`src/rtl/img_pkg.sv`:
```
// Shared constants and state type for the frame streaming datapath.
package img_pkg;

   localparam int WIDTH  = 320;
   localparam int HEIGHT = 240;
   localparam int SIZE   = WIDTH * HEIGHT;
   localparam int PIX_W  = 8;
   localparam int ADDR_W = 17;

   typedef enum logic [1:0] {
      IDLE  = 2'd0,
      RUN   = 2'd1,
      DRAIN = 2'd2,
      DONE  = 2'd3
   } ctrl_state_t;

endpackage

```
`src/rtl/skid_fifo2.sv`:
```
// Two-entry registered FIFO between the source RAM read port and the kernel input.
// Occupancy is exposed so the read issuer can run a credit check against it.
module skid_fifo2
   import img_pkg::*;
#(
   parameter int W = PIX_W
) (
   input  logic         clk,
   input  logic         rst_n,
   input  logic         i_clr,
   input  logic         i_push,
   input  logic [W-1:0] i_data,
   input  logic         i_pop,
   output logic         o_valid,
   output logic [W-1:0] o_data,
   output logic [1:0]   o_count
);

   logic [W-1:0] r_mem [2];
   logic         r_wr_ptr;
   logic         r_rd_ptr;
   logic [1:0]   r_count;
   logic         w_pop;

   assign w_pop = i_pop & (r_count != 2'd0);

   // entry storage, written at the write pointer on every push
   always_ff @(posedge clk) begin
      if (i_push) begin
         r_mem[r_wr_ptr] <= i_data;
      end
   end

   // pointer and occupancy bookkeeping; push+pop together leaves the count unchanged
   always_ff @(posedge clk) begin
      if (!rst_n || i_clr) begin
         r_wr_ptr <= 1'b0;
         r_rd_ptr <= 1'b0;
         r_count  <= 2'd0;
      end else begin
         if (i_push) r_wr_ptr <= ~r_wr_ptr;
         if (w_pop)  r_rd_ptr <= ~r_rd_ptr;
         case ({i_push, w_pop})
            2'b10:   r_count <= r_count + 2'd1;
            2'b01:   r_count <= r_count - 2'd1;
            default: r_count <= r_count;
         endcase
      end
   end

   assign o_valid = (r_count != 2'd0);
   assign o_data  = r_mem[r_rd_ptr];
   assign o_count = r_count;

   a_no_overflow: assert property (@(posedge clk) disable iff (!rst_n)
      !(i_push && !w_pop && (r_count == 2'd2)));

endmodule

```
`src/rtl/frame_stream_controller.sv`:
```
// Streams one frame from the source RAM through the kernel into the destination RAM.
//
//   state | meaning
//   IDLE  | waiting for start
//   RUN   | issuing source reads and accepting kernel results
//   DRAIN | all reads issued, still collecting kernel results
//   DONE  | frame fully written, one-cycle done pulse
module frame_stream_controller #(
   parameter int WIDTH  = img_pkg::WIDTH,
   parameter int HEIGHT = img_pkg::HEIGHT,
   parameter int PIX_W  = img_pkg::PIX_W,
   parameter int ADDR_W = img_pkg::ADDR_W
) (
   input  logic              clk,
   input  logic              rst_n,
   input  logic              start,
   input  logic              zero_border,
   output logic              busy,
   output logic              done,
   output logic [31:0]       cycle_count,
   output logic              src_re,
   output logic [ADDR_W-1:0] src_addr,
   input  logic [PIX_W-1:0]  src_rdata,
   output logic              pix_valid,
   output logic [PIX_W-1:0]  pix_data,
   input  logic              pix_ready,
   input  logic              proc_valid,
   input  logic [PIX_W-1:0]  proc_data,
   output logic              proc_ready,
   output logic              dst_we,
   output logic [ADDR_W-1:0] dst_addr,
   output logic [PIX_W-1:0]  dst_wdata
);

   import img_pkg::*;

   // counters carry one extra bit so they can hold the full pixel count
   localparam int                CW       = ADDR_W + 1;
   localparam logic [CW-1:0]     N_PIX    = CW'(WIDTH * HEIGHT);
   localparam logic [ADDR_W-1:0] COL_LAST = ADDR_W'(WIDTH - 1);
   localparam logic [ADDR_W-1:0] ROW_LAST = ADDR_W'(HEIGHT - 1);

   ctrl_state_t       r_state;
   ctrl_state_t       w_state_nxt;
   logic [CW-1:0]     r_rd_cnt;
   logic [CW-1:0]     r_wr_cnt;
   logic [CW-1:0]     w_rd_cnt_nxt;
   logic [CW-1:0]     w_wr_cnt_nxt;
   logic [ADDR_W-1:0] r_row;
   logic [ADDR_W-1:0] r_col;
   logic              r_zero_border;
   logic              r_inflight;
   logic [31:0]       r_cycle_count;
   logic [1:0]        w_fifo_count;
   logic [2:0]        w_credit;
   logic              w_pop;
   logic              w_run;
   logic              w_start_acc;
   logic              w_on_border;

   assign w_run = (r_state == RUN);
   assign busy  = (r_state == RUN) | (r_state == DRAIN);
   assign done  = (r_state == DONE);

   // occupancy the FIFO will have once the outstanding read lands, net of this cycle's pop
   assign w_pop    = pix_valid & pix_ready;
   assign w_credit = {1'b0, w_fifo_count} + {2'b00, r_inflight} - {2'b00, w_pop};
   assign src_re   = w_run & (r_rd_cnt < N_PIX) & (w_credit < 3'd2);
   assign src_addr = r_rd_cnt[ADDR_W-1:0];

   assign proc_ready = busy & (r_wr_cnt < N_PIX);
   assign dst_we     = proc_valid & proc_ready;
   assign dst_addr   = r_wr_cnt[ADDR_W-1:0];

   assign w_on_border = (r_row == '0) | (r_row == ROW_LAST) | (r_col == '0) | (r_col == COL_LAST);
   assign dst_wdata   = (r_zero_border && w_on_border) ? '0 : proc_data;

   assign w_rd_cnt_nxt = r_rd_cnt + {{ADDR_W{1'b0}}, src_re};
   assign w_wr_cnt_nxt = r_wr_cnt + {{ADDR_W{1'b0}}, dst_we};

   assign cycle_count = r_cycle_count;

   skid_fifo2 #(.W(PIX_W)) u_skid (
      .clk     (clk),
      .rst_n   (rst_n),
      .i_clr   (w_start_acc),
      .i_push  (r_inflight),
      .i_data  (src_rdata),
      .i_pop   (w_pop),
      .o_valid (pix_valid),
      .o_data  (pix_data),
      .o_count (w_fifo_count)
   );

   // state register
   always_ff @(posedge clk) begin
      if (!rst_n) r_state <= IDLE;
      else        r_state <= w_state_nxt;
   end

   // next-state decode; transitions look at the counter values after this edge
   always_comb begin
      w_state_nxt = r_state;
      w_start_acc = 1'b0;
      case (r_state)
         IDLE: begin
            if (start) begin
               w_state_nxt = RUN;
               w_start_acc = 1'b1;
            end
         end
         RUN: begin
            if (w_rd_cnt_nxt == N_PIX) begin
               w_state_nxt = (w_wr_cnt_nxt == N_PIX) ? DONE : DRAIN;
            end
         end
         DRAIN: begin
            if (w_wr_cnt_nxt == N_PIX) w_state_nxt = DONE;
         end
         DONE:    w_state_nxt = IDLE;
         default: w_state_nxt = IDLE;
      endcase
   end

   // read/write counters, write raster position, frame options and cycle counter
   always_ff @(posedge clk) begin
      if (!rst_n) begin
         r_rd_cnt      <= '0;
         r_wr_cnt      <= '0;
         r_row         <= '0;
         r_col         <= '0;
         r_zero_border <= 1'b0;
         r_inflight    <= 1'b0;
         r_cycle_count <= '0;
      end else begin
         r_inflight <= src_re;
         if (w_start_acc) begin
            r_rd_cnt      <= '0;
            r_wr_cnt      <= '0;
            r_row         <= '0;
            r_col         <= '0;
            r_cycle_count <= '0;
            r_zero_border <= zero_border;
         end else begin
            r_rd_cnt <= w_rd_cnt_nxt;
            r_wr_cnt <= w_wr_cnt_nxt;
            if (dst_we) begin
               if (r_col == COL_LAST) begin
                  r_col <= '0;
                  r_row <= r_row + ADDR_W'(1);
               end else begin
                  r_col <= r_col + ADDR_W'(1);
               end
            end
            if (busy) r_cycle_count <= r_cycle_count + 32'd1;
         end
      end
   end

endmodule
```
`config.mk`:
```
export PLATFORM = sky130hd
export DESIGN_NAME = frame_stream_controller
export DESIGN_NICKNAME = d
export VERILOG_FILES = /design/src/rtl/img_pkg.sv /design/src/rtl/skid_fifo2.sv /design/src/rtl/frame_stream_controller.sv
export SDC_FILE = /design/constraint.sdc
export NUM_CORES = 1
export LEC_CHECK = 0
export BUFFER_PORTS_ARGS = -buffer_cell sky130_fd_sc_hd__buf_2
export CAP_MARGIN = 5
export CELL_PAD_IN_SITES_DETAIL_PLACEMENT = 1
export CELL_PAD_IN_SITES_GLOBAL_PLACEMENT = 1
export CORE_MARGIN = 5
export CORE_UTILIZATION = 43
export CTS_CLUSTER_DIAMETER = 40
export DETAILED_ROUTE_END_ITERATION = 8
export HOLD_SLACK_MARGIN = 0.1
export PLACE_DENSITY = 0.82
export SYNTH_ARGS = -nofsm -noshare
export SYNTH_HDL_FRONTEND = slang
export SYNTH_HIERARCHICAL = 1
export SYNTH_SLANG_ARGS = --single-unit
```
`constraint.sdc`:
```
create_clock -name clk -period 6.3 [get_ports clk]
set_clock_uncertainty 0.1 [all_clocks]
set_input_delay 0.315 -clock clk [delete_from_list [all_inputs] [get_ports clk]]
set_output_delay 0.315 -clock clk [all_outputs]
set_load 0.03 [all_outputs]
```
Yosys cells after proc, flatten, opt, wreduce, memory -nomap -nowiden. Memory sizes are Yosys's and may differ from the RTL's. A register that Yosys moved wholly into a read port is not among the register bits. Index checks and enable logic that the tools add are counted. W data, S select, Z words.

Output and inout bits: 88. Input port bits: 22. Bits in latches: 0. Memories: 1. Flip-flop bits (word level): 110. ROM bits: 0. Memory bits (writable): 16.

Multipliers: 0. Order comparisons: 3. Shift operators: 0. Reductions and logical operators: 11. Multiplexer cells: 14. Add/subtract/negate cells: 9. Eq/ne operators: 12. Bitwise logic cells: 13. Divide/modulo/power cells: 0.

Memory list: u_skid.r_mem (depth 2, width 8, rd ports 1, clocked after Yosys merged registers in 1, wr ports 1, RTL line skid_fifo2.sv:19) `logic [W-1:0] r_mem [2];`.

Operators with widths (number): $add A18 B1 Y18 (2); $eq A18 B17 Y1 const B (2); $lt A18 B17 Y1 const B (2); $add A17 B1 Y17 const B (2); $logic_not A17 Y1 (2); $add A32 B1 Y32 const B (1); $eq A17 B8 Y1 const B (1); $eq A17 B9 Y1 const B (1); $mux W17 (1); $mux W8 (1); $pmux W2 S4 (1); $mux W1 (7); $and A1 B1 Y1 (6); $eq A2 B2 Y1 const B (3); $mux W2 (3); $eq A2 B1 Y1 const B (2); $ne A2 B1 Y1 const B (2); $or A1 B1 Y1 (4); $pmux W2 S2 (1); $reduce_bool A2 Y1 (2); $add A2 B1 Y3 (1); $lt A3 B2 Y1 const B (1); $not A1 Y1 (3); $reduce_and A3 Y1 (1); other kinds (10) (10).

Longest topological paths before layout. Gate-level depths: netlist of the first run.

Depth after elaboration: 9. Mapped depth: 19.

Hierarchy. Netlist of the first run, hierarchy kept.

Modules (own cells, without submodules): frame_stream_controller (instances 1, area an instance 5778.0 um2, cells each 701, sequential area each 2122.0 um2); skid_fifo2 (instances 1, area an instance 788.3 um2, cells each 48, sequential area each 580.6 um2).

Worst setup path before layout of the first run. No wires, ideal clock.

Path type: reg-to-reg. Start point: register u_skid.r_count[1] (netlist: u_skid/o_count[1]). End point: register r_state[0]. Path slack: 1142 ps. Required time: 6077 ps. Cell stages (with the launch flop): 20. Setup time: 123 ps. Arrival: 4935 ps. Cell sequence: dfxtp_1 > or2_2 > and2_1 > ha_1 > nand2b_1 > fa_1 > xnor2_1 > nand4b_1 > a21oi_1 > ha_1 > ha_1 > clkbuf_2 > nand4_2 > or4_4 > a32o_1 > and4b_1 > and4bb_2 > o22ai_1 > a22oi_1 > a21boi_1.

Longest elaborated chain between the ends: 9. Elaborated cells on any way between the ends: 10. Classes of those cells: add/sub (3); order compare (1); eq/ne (2); bitwise (2); reduce/logical (2).

Ends and longest elaborated chain: start: declaration (RTL line skid_fifo2.sv:22) `logic [1:0] r_count;`; start signal: assignment (RTL line skid_fifo2.sv:44) `2'b10: r_count <= r_count + 2'd1;`; start signal: assignment (RTL line skid_fifo2.sv:45) `2'b01: r_count <= r_count - 2'd1;`; start signal: assignment (RTL line skid_fifo2.sv:46) `default: r_count <= r_count;`; $reduce_bool A2 Y1 (RTL line skid_fifo2.sv:51) `assign o_valid = (r_count != 2'd0);`; net pix_valid (RTL line frame_stream_controller.sv:24) `output logic pix_valid,`; $and A1 B1 Y1 (RTL line frame_stream_controller.sv:66) `assign w_pop = pix_valid & pix_ready;`; net w_pop (RTL line frame_stream_controller.sv:56) `logic w_pop;`; $sub A3 B1 Y3 (RTL line frame_stream_controller.sv:67) `assign w_credit = {1'b0, w_fifo_count} + {2'b00, r_inflight} - {2'b00, w_pop};`; $lt A3 B2 Y1 (RTL line frame_stream_controller.sv:68) `assign src_re = w_run & (r_rd_cnt < N_PIX) & (w_credit < 3'd2);`; $and A1 B1 Y1 (RTL line frame_stream_controller.sv:68); net src_re (RTL line frame_stream_controller.sv:21) `output logic src_re,`; $add A18 B1 Y18 (RTL line frame_stream_controller.sv:78) `assign w_rd_cnt_nxt = r_rd_cnt + {{ADDR_W{1'b0}}, src_re};`; $eq A18 B17 Y1 (RTL line frame_stream_controller.sv:113) `if (w_rd_cnt_nxt == N_PIX) begin`; $ne A2 B1 Y1 (no source line); $reduce_and A3 Y1 (no source line); end signal: assignment (RTL line frame_stream_controller.sv:98) `else r_state <= w_state_nxt;`; end: declaration (RTL line frame_stream_controller.sv:43) `ctrl_state_t r_state;`.

The timed path passes the listed nets, and every way through them passes these cells. A chain may end at the register's enable or synchronous reset.

Worst setup path after layout of the first run.
Start point: register u_skid.r_count[1] (netlist: u_skid/o_count[1]). End point: register r_state[0].

Longest elaborated chain between the ends: 9. Elaborated cells on any way between the ends: 10. Classes of those cells: add/sub (3); order compare (1); eq/ne (2); bitwise (2); reduce/logical (2).

Ends and longest elaborated chain (RTL line): $reduce_bool A2 Y1 (skid_fifo2.sv:51); $and A1 B1 Y1 (frame_stream_controller.sv:66); net w_pop (frame_stream_controller.sv:56); $sub A3 B1 Y3 (frame_stream_controller.sv:67); $lt A3 B2 Y1 (frame_stream_controller.sv:68); $and A1 B1 Y1 (frame_stream_controller.sv:68); $add A18 B1 Y18 (frame_stream_controller.sv:78); $eq A18 B17 Y1 (frame_stream_controller.sv:113); $ne A2 B1 Y1 (no source line); $reduce_and A3 Y1 (no source line).

The timed path passes the listed nets, and every way through them passes these cells.

==> results of run 1 <==
## final cells by class
type,instances,share of cell area (%)
Inverter,21,1.023
Clock buffer,18,5.572
Sequential cell,127,35.09
Multi-Input combinational cell,538,44.10
Tap cell,188,3.054
Clock inverter,14,2.810
Timing Repair Buffer,119,8.350
## worst max-delay path, stage by stage, from the launching register on
cell and delay [ns]:
sky130_fd_sc_hd__dfxtp_1 0.37, sky130_fd_sc_hd__or2_2 0.33, sky130_fd_sc_hd__and2_1 0.18, sky130_fd_sc_hd__ha_1 0.27
sky130_fd_sc_hd__nand2b_1 0.16, sky130_fd_sc_hd__fa_1 0.39, sky130_fd_sc_hd__xnor2_1 0.17, sky130_fd_sc_hd__nand4b_1 0.11
sky130_fd_sc_hd__a21oi_1 0.29, sky130_fd_sc_hd__ha_1 0.30, sky130_fd_sc_hd__ha_1 0.35, sky130_fd_sc_hd__nand4_2 0.23
sky130_fd_sc_hd__or4_4 0.58, sky130_fd_sc_hd__a32o_1 0.32, sky130_fd_sc_hd__and4b_1 0.25, sky130_fd_sc_hd__and4bb_2 0.24
sky130_fd_sc_hd__o22ai_1 0.11, sky130_fd_sc_hd__a22oi_1 0.20, sky130_fd_sc_hd__a21boi_1 0.08
## flip-flops by register name, indices dropped and copies added (netlist names), named ones only
| register | cells |
|---|---|
| r_inflight | 1 |
| r_zero_border | 1 |
| u_skid/r_mem | 16 |
| u_skid/r_wr_ptr | 1 |
| r_row | 17 |
| r_rd_cnt | 18 |
| cycle_count | 32 |
| r_col | 17 |
| r_wr_cnt | 18 |
| r_state | 2 |
| u_skid/o_count | 2 |
| u_skid/r_rd_ptr | 1 |
## cell usage in the layout, fill, tap and decap left out, types with 2 or more instances in the layout
cell type / n
sky130_fd_sc_hd__a22oi_1: 2
sky130_fd_sc_hd__a21oi_1: 24
sky130_fd_sc_hd__bufinv_16: 5
sky130_fd_sc_hd__o21ai_0: 21
sky130_fd_sc_hd__or2_2: 8
sky130_fd_sc_hd__or4_1: 6
sky130_fd_sc_hd__nor4_1: 13
sky130_fd_sc_hd__or3_1: 16
sky130_fd_sc_hd__nor3_1: 12
sky130_fd_sc_hd__dlygate4sd3_1: 9
sky130_fd_sc_hd__nor2_1: 108
sky130_fd_sc_hd__dfxtp_1: 111
sky130_fd_sc_hd__and3_1: 23
sky130_fd_sc_hd__ha_1: 16
sky130_fd_sc_hd__edfxtp_1: 16
sky130_fd_sc_hd__nand4_2: 2
sky130_fd_sc_hd__mux2i_1: 3
sky130_fd_sc_hd__nand2_1: 55
sky130_fd_sc_hd__o311ai_0: 2
sky130_fd_sc_hd__nand3b_1: 3
sky130_fd_sc_hd__inv_1: 21
sky130_fd_sc_hd__xor2_1: 44
sky130_fd_sc_hd__and2_1: 7
sky130_fd_sc_hd__nand4_1: 23
sky130_fd_sc_hd__buf_2: 109
sky130_fd_sc_hd__mux2_2: 8
sky130_fd_sc_hd__a21o_1: 4
sky130_fd_sc_hd__xnor2_1: 45
sky130_fd_sc_hd__nand2b_1: 4
sky130_fd_sc_hd__clkbuf_16: 17
sky130_fd_sc_hd__nor3b_1: 2
sky130_fd_sc_hd__a211o_1: 3
sky130_fd_sc_hd__nand3_1: 33
sky130_fd_sc_hd__clkinvlp_4: 7
sky130_fd_sc_hd__nor2b_1: 14
sky130_fd_sc_hd__and4_1: 7
## final timing paths
kind / start / end / slack (ns) / cells after the start
worst max-delay path: u_skid/o_count[1] / r_state[0] / 1.15 / 18
worst min-delay path: rst_n / r_zero_border / 0.17 / 2
worst max register to register: u_skid/o_count[1] / r_state[0] / 1.15 / 18
worst min register to register: r_zero_border / r_zero_border / 0.39 / 2
## cell families after synthesis
group	share of synthesized area (%)
AND/OR/NAND/NOR	27.40
multiplexers	1.829
buffers and inverters	7.146
flip-flops	41.16
AO/OA/AOI/OAI	7.241
adder cells (fa/ha/maj)	3.354
XOR/XNOR	11.87
## layer usage
| layer | up-vias | part of all wire [%] | GRT usage (%) |
|---|---|---|---|
| met1 | 2625 | 45 | 22.75 |
| met4 | 0 | 1.2 | 5.543 |
| li1 | 2694 | - | - |
| met2 | 95 | 50 | 31.97 |
| met5 | - | 0 | 0 |
| met3 | 17 | 3.9 | 3.739 |
## metrics by stage
step	total power, mW	util, %
after floorplan	1.168	-
after global placement	1.262	46.17
after detailed placement	1.273	46.17
after CTS	2.356	51.04
after global routing	2.421	51.04
final	2.330	51.04
## synthesized netlist by cell type (all sizes together), types with 2 or more instances
| master | number |
|---|---|
| nand2 | 56 |
| a21oi | 24 |
| a21boi | 2 |
| nor4 | 14 |
| o311ai | 2 |
| and2 | 7 |
| nor3b | 2 |
| nor2b | 14 |
| and3 | 23 |
| a211oi | 2 |
| nand3 | 35 |
| a21o | 4 |
| nand2b | 4 |
| mux2 | 8 |
| edfxtp | 16 |
| a22oi | 2 |
| dfxtp | 111 |
| buf | 45 |
| or4 | 7 |
| ha | 16 |
| a211o | 3 |
| xor2 | 44 |
| nor2 | 109 |
| or2 | 8 |
| clkbuf | 18 |
| nand4 | 25 |
| inv | 21 |
| and4 | 7 |
| nor3 | 12 |
| o21ai | 22 |
| mux2i | 3 |
| nand3b | 3 |
| or3 | 16 |
| xnor2 | 45 |
## where the power goes
group	switching, mW	total (mW)	internal, mW
registers	0.0260	0.876	0.850
logic	0.267	0.385	0.118
clock network	0.367	1.07	0.701
## what timing repair did
item                                    4_1_cts  5_1_grt
endpoints found under the setup margin        0        0
hold buffers                                  9        0
endpoints found under the hold margin        17        0
==> tab_implementation.tex, run 1 <==
\begin{tabular}{lr}
\hline
Metric & Value \\
\hline
\multicolumn{2}{l}{\textbf{Timing}} \\
Final max-slew violation count & 0 \\
Slew @ Worst Pin & 0.8453 ns \\
Crit path setup slack, layout & 1.148 ns \\
Worst max-slew margin expressed relative to the limit & 43.65\% \\
Highest clock frequency the design can meet & 194.1 MHz \\
Final worst hold slack & 0.1735 ns \\
Setup total negative slack & 0 ns \\
Unrepaired setup endpoints after global routing & false \\
Count of final setup violators & 0 \\
Final min period & 5.153 ns \\
Final-report hold violation count & 0 \\
Fin crit share & 81.79\% \\
\multicolumn{2}{l}{\textbf{Place}} \\
\# port buffers & 109 \\
Number of cells in the design after placement & 984 \\
Setup Slack @ Placement & 1.142 ns \\
Detailed-placement wirelength estimate & 11.21 mm \\
DP Area & 6967 sq um \\
Final estimated routing congestion in global placement & 0.7915 \\
\multicolumn{2}{l}{\textbf{Layout}} \\
Number of standard cells in the final layout excluding fillers & 1025 \\
Final std cell area, no fill & 7702 sq um \\
Net total in the final layout & 863 \\
Area of all sequential standard cells & 2703 sq um \\
Multi-input gate area & 3397 sq um \\
Area growth from synthesis to layout & 17.30\% \\
Fraction of layout cells with a size suffix above 1 & 20.07\% \\
Antenna diode count & 0 \\
Number of filler cells placed in the layout & 1799 \\
\multicolumn{2}{l}{\textbf{Job}} \\
Number of maximum-capacitance violations & 0 \\
\multicolumn{2}{l}{\textbf{Global routing}} \\
Vias in the first global route & 5535 \\
First-pass GRT wire length & 27.10 mm \\
Number of antenna violations at the first check in global routing & 0 \\
Largest net degree at the start of global routing & 82 \\
Global route total overflow & 0 \\
Global-route usage over all layers & 18.30\% \\
\multicolumn{2}{l}{\textbf{Detailed routing}} \\
First-pass detailed-route iteration total & 4 \\
WL per Instance & 15.80 microns \\
Number of vias after detailed routing & 5431 \\
Via count normalized by instance count & 5.299 \\
Final routed wirelength across all metal layers & 16.20 mm \\
DRC violation total after the first TritonRoute iteration & 254 \\
Residual DRC count & 0 \\
Remaining antenna violation count & 0 \\
\multicolumn{2}{l}{\textbf{Setup path}} \\
Type of the worst setup path & reg -> reg \\
Largest fanout of any net on the critical path & 7 \\
Kind of start point of the critical path & register \\
Arrival time worst endpoint & 5.35 ns \\
Critical Path RT & 6.50 ns \\
CP Capture Type & register \\
\multicolumn{2}{l}{\textbf{Clock network}} \\
Buffer depth of the longest clock path & 2 \\
Post-CTS sizing & 0 \\
Clock insertion delay at the later pin of the skew report & 0.41 ns \\
Number of setup buffers added after CTS & 0 \\
Clock net sink count & 127 \\
CTS clk-pin slew, worst paths & 0.06 ns \\
Total CTS buffers & 17 \\
Clock tree from TritonCTS & done \\
Clock tree root driver cell & sky130\_fd\_sc\_hd\_\_clkbuf\_16 \\
H-tree depth & 4 \\
\multicolumn{2}{l}{\textbf{Die}} \\
Effective utilization at floorplan & 43.52\% \\
Boundary pin count & 110 \\
Placeable Area & 15090 sq um \\
Die extent in y & 133.6 microns \\
Placement row count & 45 \\
Die area & 17840 sq um \\
Die Wd & 133.6 microns \\
\multicolumn{2}{l}{\textbf{Yosys}} \\
Mapped Nets & 788 \\
Post-synth EDFFs & 16 \\
Count of cell types in the netlist & 65 \\
Proportion of netlist area held by the largest area contributor & 33.84\% \\
Synthesized netlist cell count & 749 \\
Synthesized area divided by synthesized cell count & 8.767 sq um \\
Ranking of synthesized cells by area & sky130\_fd\_sc\_hd\_\_dfxtp\_1 (34\%), sky130\_fd\_sc\_hd\_\_edfxtp\_1 (7.3\%), sky130\_fd\_sc\_hd\_\_nor2\_1 (6.2\%) \\
FF+latch count, synth & 127 \\
Post-synth top area cell & sky130\_fd\_sc\_hd\_\_dfxtp\_1 \\
Area of the mapped netlist & 6566 sq um \\
Fraction of registers with async set or reset after synthesis & 0\% \\
Count of yosys warnings during synthesis & 6 \\
Share of synthesized area occupied by flip-flops and latches & 41.16\% \\
Primary flip-flop cell chosen by synthesis mapping & sky130\_fd\_sc\_hd\_\_dfxtp\_1 \\
\multicolumn{2}{l}{\textbf{Power and ir drop}} \\
Worst vdd rail ir drop & 0.2080 mV \\
Areal power density over the cells & 302.5 nW/um\^{}2 \\
Reported leakage power & 2.970 nW \\
\multicolumn{2}{l}{\textbf{Hold path}} \\
Path class of the lowest-slack min-delay path & in -> reg \\
\multicolumn{2}{l}{\textbf{Status}} \\
Run status & complete, no violations \\
\hline
\end{tabular}
No activity file was read; power rests on OpenSTA's default activity.
==> run 2: changes to the inputs <==
--- a/config.mk
+++ b/config.mk
@@ -10,11 +10,11 @@
 export CELL_PAD_IN_SITES_DETAIL_PLACEMENT = 1
 export CELL_PAD_IN_SITES_GLOBAL_PLACEMENT = 1
 export CORE_MARGIN = 5
-export CORE_UTILIZATION = 43
+export CORE_UTILIZATION = 38
 export CTS_CLUSTER_DIAMETER = 40
 export DETAILED_ROUTE_END_ITERATION = 8
 export HOLD_SLACK_MARGIN = 0.1
-export PLACE_DENSITY = 0.82
+export PLACE_DENSITY = 0.77
 export SYNTH_ARGS = -nofsm -noshare
 export SYNTH_HDL_FRONTEND = slang
 export SYNTH_HIERARCHICAL = 1
==> constraint.sdc (replaced) <==
create_clock -name clk -period 4.2 [get_ports clk]
set_clock_uncertainty 0.1 [all_clocks]
set_input_delay 0.21 -clock clk [delete_from_list [all_inputs] [get_ports clk]]
set_output_delay 0.21 -clock clk [all_outputs]
set_load 0.03 [all_outputs]
==> run 2 against run 1 <==
Flip-flop and latch count stayed put. Combinational power is 65% higher. Worst hold slack better by 0.064 ns. Utilization is 4.7 points lower. Critical path type unchanged. Largest cell class unchanged.
==> tab_implementation.tex, run 2 (same netlist as run 1, synthesis figures left out) <==
\begin{tabular}{lr}
\hline
Metric & Value \\
\hline
\multicolumn{2}{l}{\textbf{Status}} \\
Run status & complete, no violations \\
\multicolumn{2}{l}{\textbf{Timing}} \\
Count of final setup violators & 0 (unchanged) \\
Final max-slew violation count & 0 (unchanged) \\
Final worst hold slack & 0.2375 ns (+0.06405 ns) \\
Highest clock frequency the design can meet & 238.8 MHz (+23\%) \\
Slew @ Worst Pin & 0.7734 ns (-0.07186 ns) \\
Fin crit share & 99.70\% (+18 points) \\
Worst max-slew margin expressed relative to the limit & 48.33\% (+4.7 points) \\
Unrepaired setup endpoints after global routing & true \\
Setup total negative slack & 0 ns (unchanged) \\
Final min period & 4.187 ns (-0.9652 ns) \\
Final-report hold violation count & 0 (unchanged) \\
\multicolumn{2}{l}{\textbf{Power and ir drop}} \\
Areal power density over the cells & 438.2 nW/um\^{}2 (+45\%) \\
Reported leakage power & 3.085 nW (+3.9\%) \\
Worst vdd rail ir drop & 0.3107 mV (+49\%) \\
\multicolumn{2}{l}{\textbf{Die}} \\
Die Wd & 141.5 microns (+5.9\%) \\
Placeable Area & 17120 sq um (+13\%) \\
Placement row count & 48 (+6.7\%) \\
Die area & 20010 sq um (+12\%) \\
Die extent in y & 141.5 microns (+5.9\%) \\
Effective utilization at floorplan & 38.36\% (-5.2 points) \\
Boundary pin count & 110 (unchanged) \\
\multicolumn{2}{l}{\textbf{Detailed routing}} \\
Final routed wirelength across all metal layers & 16.63 mm (+2.7\%) \\
DRC violation total after the first TritonRoute iteration & 227 (-11\%) \\
First-pass detailed-route iteration total & 4 (unchanged) \\
Remaining antenna violation count & 0 (unchanged) \\
Via count normalized by instance count & 5.168 (-2.5\%) \\
Residual DRC count & 0 (unchanged) \\
WL per Instance & 15.44 microns (-2.3\%) \\
Number of vias after detailed routing & 5566 (+2.5\%) \\
\multicolumn{2}{l}{\textbf{Global routing}} \\
Global-route usage over all layers & 16.94\% (-1.4 points) \\
Largest net degree at the start of global routing & 55 (-33\%) \\
First-pass GRT wire length & 27.93 mm (+3.1\%) \\
Number of antenna violations at the first check in global routing & 1 (+1) \\
Vias in the first global route & 5645 (+2.0\%) \\
Global route total overflow & 0 (unchanged) \\
\multicolumn{2}{l}{\textbf{Clock network}} \\
Total CTS buffers & 17 (unchanged) \\
Buffer depth of the longest clock path & 2 (unchanged) \\
Clock tree root driver cell & sky130\_fd\_sc\_hd\_\_clkbuf\_16 \\
Clock tree from TritonCTS & done \\
H-tree depth & 4 (unchanged) \\
Clock net sink count & 127 (unchanged) \\
CTS clk-pin slew, worst paths & 0.06 ns (about the same) \\
Clock insertion delay at the later pin of the skew report & 0.42 ns (about the same) \\
\multicolumn{2}{l}{\textbf{Place}} \\
\# port buffers & 109 (unchanged) \\
Number of cells in the design after placement & 1029 (+4.6\%) \\
DP Area & 7156 sq um (+2.7\%) \\
Detailed-placement wirelength estimate & 11.74 mm (+4.8\%) \\
Final estimated routing congestion in global placement & 0.8191 (+3.5\%) \\
\multicolumn{2}{l}{\textbf{Setup path}} \\
Largest fanout of any net on the critical path & 5 (-2) \\
Type of the worst setup path & reg -> reg \\
Setup slack on the worst flop-to-flop path & 0.01 ns (-1.13 ns) \\
Arrival time worst endpoint & 4.39 ns (-0.96 ns) \\
Critical Path RT & 4.40 ns (-2.10 ns) \\
CP Capture Type & register \\
Kind of start point of the critical path & register \\
\multicolumn{2}{l}{\textbf{Layout}} \\
Number of standard cells in the final layout excluding fillers & 1077 (+5.1\%) \\
Final core utilization & 46.33\% (-4.7 points) \\
Net total in the final layout & 877 (+1.6\%) \\
Final std cell area, no fill & 7930 sq um (+3.0\%) \\
Flip-flop count of the largest register, all copies and words added & 32 (unchanged) \\
Fraction of layout cells with a size suffix above 1 & 22.44\% (+2.4 points) \\
Number of filler cells placed in the layout & 2051 (+14\%) \\
Most frequent cells in the layout & sky130\_fd\_sc\_hd\_\_dfxtp\_1 (109), sky130\_fd\_sc\_hd\_\_buf\_2 (109), sky130\_fd\_sc\_hd\_\_nor2\_1 (108) \\
Area growth from synthesis to layout & 20.77\% \\
\multicolumn{2}{l}{\textbf{Job}} \\
Number of maximum-capacitance violations & 0 (unchanged) \\
\multicolumn{2}{l}{\textbf{Hold path}} \\
Path class of the lowest-slack min-delay path & in -> reg \\
\hline
\end{tabular}
run 2: changes by cell type in the layout (fill, tap and decap cells not counted), moves of 2 or more:
cell,delta
sky130_fd_sc_hd__ha_4,+3
sky130_fd_sc_hd__clkinv_2,+3
sky130_fd_sc_hd__buf_4,+12
sky130_fd_sc_hd__dfxtp_2,+2
sky130_fd_sc_hd__dfxtp_1,-2
sky130_fd_sc_hd__bufinv_16,-2
sky130_fd_sc_hd__clkinvlp_4,-5
sky130_fd_sc_hd__clkbuf_1,+2
sky130_fd_sc_hd__ha_1,-3
sky130_fd_sc_hd__dlygate4sd3_1,+2
run 2: metrics by stage:
step	total power [mW]	worst slack (ns)
final	3.475	0.01267
after global routing	3.636	-0.1643
after CTS	3.516	-0.02951
after detailed placement	1.957	-0.01691
after global placement	1.946	0.06232
after floorplan	1.777	-0.1430
run 2: worst max-delay path, stage by stage (launching register included):
cell                       delay (ns)
sky130_fd_sc_hd__dfxtp_2         0.34
sky130_fd_sc_hd__or2_4           0.25
sky130_fd_sc_hd__and2_4          0.15
sky130_fd_sc_hd__ha_4            0.20
sky130_fd_sc_hd__nand2b_4        0.13
sky130_fd_sc_hd__fa_2            0.52
sky130_fd_sc_hd__nand4b_1        0.14
sky130_fd_sc_hd__a21oi_4         0.19
sky130_fd_sc_hd__ha_4            0.17
sky130_fd_sc_hd__ha_4            0.14
sky130_fd_sc_hd__nand4_4         0.12
sky130_fd_sc_hd__or4_4           0.45
sky130_fd_sc_hd__a32o_2          0.28
sky130_fd_sc_hd__and4b_1         0.24
sky130_fd_sc_hd__and4bb_2        0.25
sky130_fd_sc_hd__o22ai_2         0.11
sky130_fd_sc_hd__a22oi_1         0.19
sky130_fd_sc_hd__a21boi_1        0.09
run 2: metal layers:
metal,up-vias,track usage [%],share of wire (%)
li1,2722,-,-
met1,2690,21.59,47
met2,133,27.69,46
met3,21,5.359,6.0
met4,0,4.848,1.5
met5,-,0,0
run 2: final timing paths:
kind	end	start	cells past startpoint
setup / recovery	r_state[0]	u_skid/o_count[0]	17
hold reg to reg	r_col[15]	r_col[15]	2
hold / removal	r_rd_cnt[0]	start	3
setup reg to reg	r_state[0]	u_skid/o_count[0]	17
run 2: what timing repair did:
action	in CTS	in global routing
endpoints found under the hold margin	24	0
setup buffers	1	3
setup endpoints to repair	1	2
gates resized for setup	0	3
pin swaps	1	1
hold buffers	11	0
run 2: layout make-up:
type	count	area [sq um]	share of cell area (%)
multi-input cells	538	3500	44.13
repair buffers	133	753.2	9.498
diodes	1	2.502	0.03156
well taps	225	281.5	3.550
clock inverters	10	133.9	1.688
inverters	21	78.83	0.9940
clock buffers	22	475.5	5.996
flip-flops and latches	127	2705	34.11
run 2: report_power, final:
group	switching, mW	internal [mW]
logic	0.421	0.213
clock network	0.542	0.982
registers	0.0420	1.28
==> run 3: changes to the inputs <==
==> constraint.sdc (replaced) <==
create_clock -name clk -period 4.2 [get_ports clk]
set_clock_uncertainty 0.1 [all_clocks]
set_input_delay 1.26 -clock clk [delete_from_list [all_inputs] [get_ports clk]]
set_output_delay 1.26 -clock clk [all_outputs]
set_load 0.03 [all_outputs]
==> run 3 against run 2 <==
The run now ends with negative setup slack left. Flip-flop and latch count unchanged. Wire length down 3.5%. Combinational power grew 4.4%. Power is 3.1% lower. Critical path depth did not move. Maximum frequency shrank 7.6%. Sequential share of layout area grew 0.071 points. Critical endpoint unchanged. Highest routed layer is now met5.
==> tab_implementation.tex, run 3 (same netlist as run 1, synthesis figures left out) <==
\begin{tabular}{lr}
\hline
Metric & Value \\
\hline
\multicolumn{2}{l}{\textbf{Setup path}} \\
CP Capture Type & register \\
Cell occurring most often along the worst timing path & sky130\_fd\_sc\_hd\_\_ha\_4 \\
Startpoint of the worst-slack reg-to-reg timing path & u\_skid/o\_count[0] \\
Worst flop-to-flop path endpoint & r\_state[0] \\
Critical Path RT & 4.41 ns (about the same) \\
Kind of start point of the critical path & primary input \\
Cell with the largest stage delay on the worst path & sky130\_fd\_sc\_hd\_\_fa\_2 \\
Number of cell instances on the worst register-to-register path & 17 (unchanged) \\
Setup slack on the worst flop-to-flop path & -0.04 ns (-0.05 ns) \\
Critical-path cell list & buf\_6 -> and2\_4 -> ha\_4 -> nand2b\_4 -> fa\_2 -> nand4b\_1 -> a21oi\_4 -> ha\_4 -> ha\_4 -> nand4\_4 -> or4\_4 -> a32o\_2 -> and4b\_1 -> and4bb\_2 -> o22ai\_4 -> a22oi\_2 -> a21boi\_1 \\
Startpoint of the worst setup timing path & pix\_ready \\
Largest fanout of any net on the critical path & 3 (-2) \\
End point of the critical path & r\_state[0] \\
Arrival time worst endpoint & 4.74 ns (+0.35 ns) \\
Worst stage delay on the critical path & 0.54 ns (+0.02 ns) \\
Type of the worst setup path & in -> reg \\
\multicolumn{2}{l}{\textbf{Global routing}} \\
First-pass GRT wire length & 27.29 mm (-2.3\%) \\
Vias in the first global route & 5596 (-0.87\%) \\
Global route total overflow & 0 (unchanged) \\
Largest net degree at the start of global routing & 82 (+49\%) \\
Number of antenna violations at the first check in global routing & 1 (unchanged) \\
Global-route usage over all layers & 16.62\% (-0.32 points) \\
\multicolumn{2}{l}{\textbf{Place}} \\
Setup Slack @ Placement & -0.7830 ns (-0.7661 ns) \\
\# port buffers & 109 (unchanged) \\
Detailed-placement wirelength estimate & 11.46 mm (-2.4\%) \\
Final estimated routing congestion in global placement & 0.8018 (-2.1\%) \\
\multicolumn{2}{l}{\textbf{Detailed routing}} \\
WL per Instance & 14.85 microns (-3.8\%) \\
Remaining antenna violation count & 0 (unchanged) \\
Number of vias after detailed routing & 5489 (-1.4\%) \\
Via count normalized by instance count & 5.082 (-1.7\%) \\
Final routed wirelength across all metal layers & 16.04 mm (-3.5\%) \\
First-pass detailed-route iteration total & 4 (unchanged) \\
DRC violation total after the first TritonRoute iteration & 254 (+12\%) \\
Residual DRC count & 0 (unchanged) \\
\multicolumn{2}{l}{\textbf{Timing}} \\
Final max-slew violation count & 0 (unchanged) \\
Count of final setup violators & 3 (+3) \\
Highest clock frequency the design can meet & 220.7 MHz (-7.6\%) \\
Fin crit share & 107.9\% (+8.2 points) \\
Setup total negative slack & -0.8327 ns (-0.8327 ns) \\
Final worst hold slack & 0.3698 ns (+0.1323 ns) \\
Final min period & 4.530 ns (+0.3429 ns) \\
Final-report hold violation count & 0 (unchanged) \\
Slew @ Worst Pin & 0.8702 ns (+0.09676 ns) \\
Worst max-slew margin expressed relative to the limit & 41.99\% (-6.3 points) \\
Unrepaired setup endpoints after global routing & true \\
Crit path setup slack, layout & -0.3302 ns (-0.3429 ns) \\
\multicolumn{2}{l}{\textbf{Layout}} \\
Antenna diode count & 0 (-1) \\
Fraction of layout cells with a size suffix above 1 & 24.44\% (+2.0 points) \\
Most frequent cells in the layout & sky130\_fd\_sc\_hd\_\_dfxtp\_1 (111), sky130\_fd\_sc\_hd\_\_nor2\_1 (108), sky130\_fd\_sc\_hd\_\_buf\_2 (107) \\
Leading cell type in the layout, fill and taps excluded & sky130\_fd\_sc\_hd\_\_dfxtp\_1 \\
Flip-flop count of the largest register, all copies and words added & 32 (unchanged) \\
Net total in the final layout & 881 (+0.46\%) \\
Area growth from synthesis to layout & 20.41\% \\
Number of filler cells placed in the layout & 2052 (+0.049\%) \\
\multicolumn{2}{l}{\textbf{Status}} \\
Run status & finished with violations \\
Failing checks & negative setup slack \\
\multicolumn{2}{l}{\textbf{Power and ir drop}} \\
Worst vdd rail ir drop & 0.3122 mV (+0.48\%) \\
Reported leakage power & 3.061 nW (-0.77\%) \\
Total chip power & 3.369 mW (-3.1\%) \\
Areal power density over the cells & 426.1 nW/um\^{}2 (-2.8\%) \\
\multicolumn{2}{l}{\textbf{Clock network}} \\
Total CTS buffers & 17 (unchanged) \\
Clock tree from TritonCTS & done \\
Clock tree root driver cell & sky130\_fd\_sc\_hd\_\_clkbuf\_16 \\
Clock insertion delay at the later pin of the skew report & 0.42 ns (about the same) \\
Buffer depth of the longest clock path & 2 (unchanged) \\
CTS clk-pin slew, worst paths & 0.06 ns (about the same) \\
H-tree depth & 4 (unchanged) \\
Count of hold-fix buffers inserted at cts & 0 (-11) \\
Clock net sink count & 127 (unchanged) \\
\multicolumn{2}{l}{\textbf{Job}} \\
Number of maximum-capacitance violations & 0 (unchanged) \\
\multicolumn{2}{l}{\textbf{Die}} \\
Die Wd & 141.5 microns (unchanged) \\
Die extent in y & 141.5 microns (unchanged) \\
Boundary pin count & 110 (unchanged) \\
Effective utilization at floorplan & 38.36\% (unchanged) \\
Placement row count & 48 (unchanged) \\
Die area & 20010 sq um (unchanged) \\
Placeable Area & 17120 sq um (unchanged) \\
\multicolumn{2}{l}{\textbf{Hold path}} \\
Path class of the lowest-slack min-delay path & reg -> reg \\
\hline
\end{tabular}
run 3: power by group:
part           leakage [nW]  switching [mW]  internal [mW]  total, mW
clock network         0.254           0.574          0.816       1.39
logic                  1.77           0.427          0.235      0.662
registers              1.04          0.0413           1.28       1.32
run 3: cell type report:
cell class | instances | area, sq um | share of cell area [%]
clock buffer | 17 | 425.4 | 5.381
multi-input combinational | 538 | 3506 | 44.34
tap | 225 | 281.5 | 3.561
clock inverter | 15 | 140.1 | 1.772
inverter | 21 | 78.83 | 0.9970
sequential | 127 | 2703 | 34.18
timing repair buffer | 137 | 772.0 | 9.764
run 3: per-layer routing:
metal / vias up / track usage, % / wire length, microns
li1: 2733 / - / -
met1: 2624 / 20.44 / 7368
met2: 111 / 27.66 / 7484
met3: 19 / 5.527 / 945
met4: 2 / 5.152 / 218
met5: - / 0 / 17
run 3: through the flow:
stage | util (%) | instance area (sq um) | instances
3_5_place_dp | 42.52 | 7278 | 1046
2_1_floorplan | - | 6653 | 749
5_1_grt | 46.19 | 7906 | 1080
3_3_place_gp | 42.52 | 7278 | 1046
6_report | 46.19 | 7906 | 1080
4_1_cts | 46.16 | 7901 | 1080
run 3: critical path: cells and delay by family:
| family | cells | cell delay [ns] |
|---|---|---|
| compound gates | 5 | 0.78 |
| simple gates | 7 | 1.53 |
| buf+inv | 1 | 0.09 |
| fa+ha+maj | 4 | 1.08 |
run 3: worst min-delay path by stage:
stage               slack (ns)  cells past startpoint           from            end
floorplan                 0.34                      2  r_zero_border  r_zero_border
global placement          0.36                      2  r_zero_border  r_zero_border
detailed placement        0.36                      2  r_zero_border  r_zero_border
CTS                       0.37                      2  r_zero_border  r_zero_border
global route              0.42                      2  r_zero_border  r_zero_border
finish                    0.37                      2  r_zero_border  r_zero_border
run 3: repair_timing:
item | in CTS | in global routing
setup endpoints to repair | 3 | 4
resized for setup | 9 | 1
buffers inserted | 3 | 0
pin swaps | 3 | 0
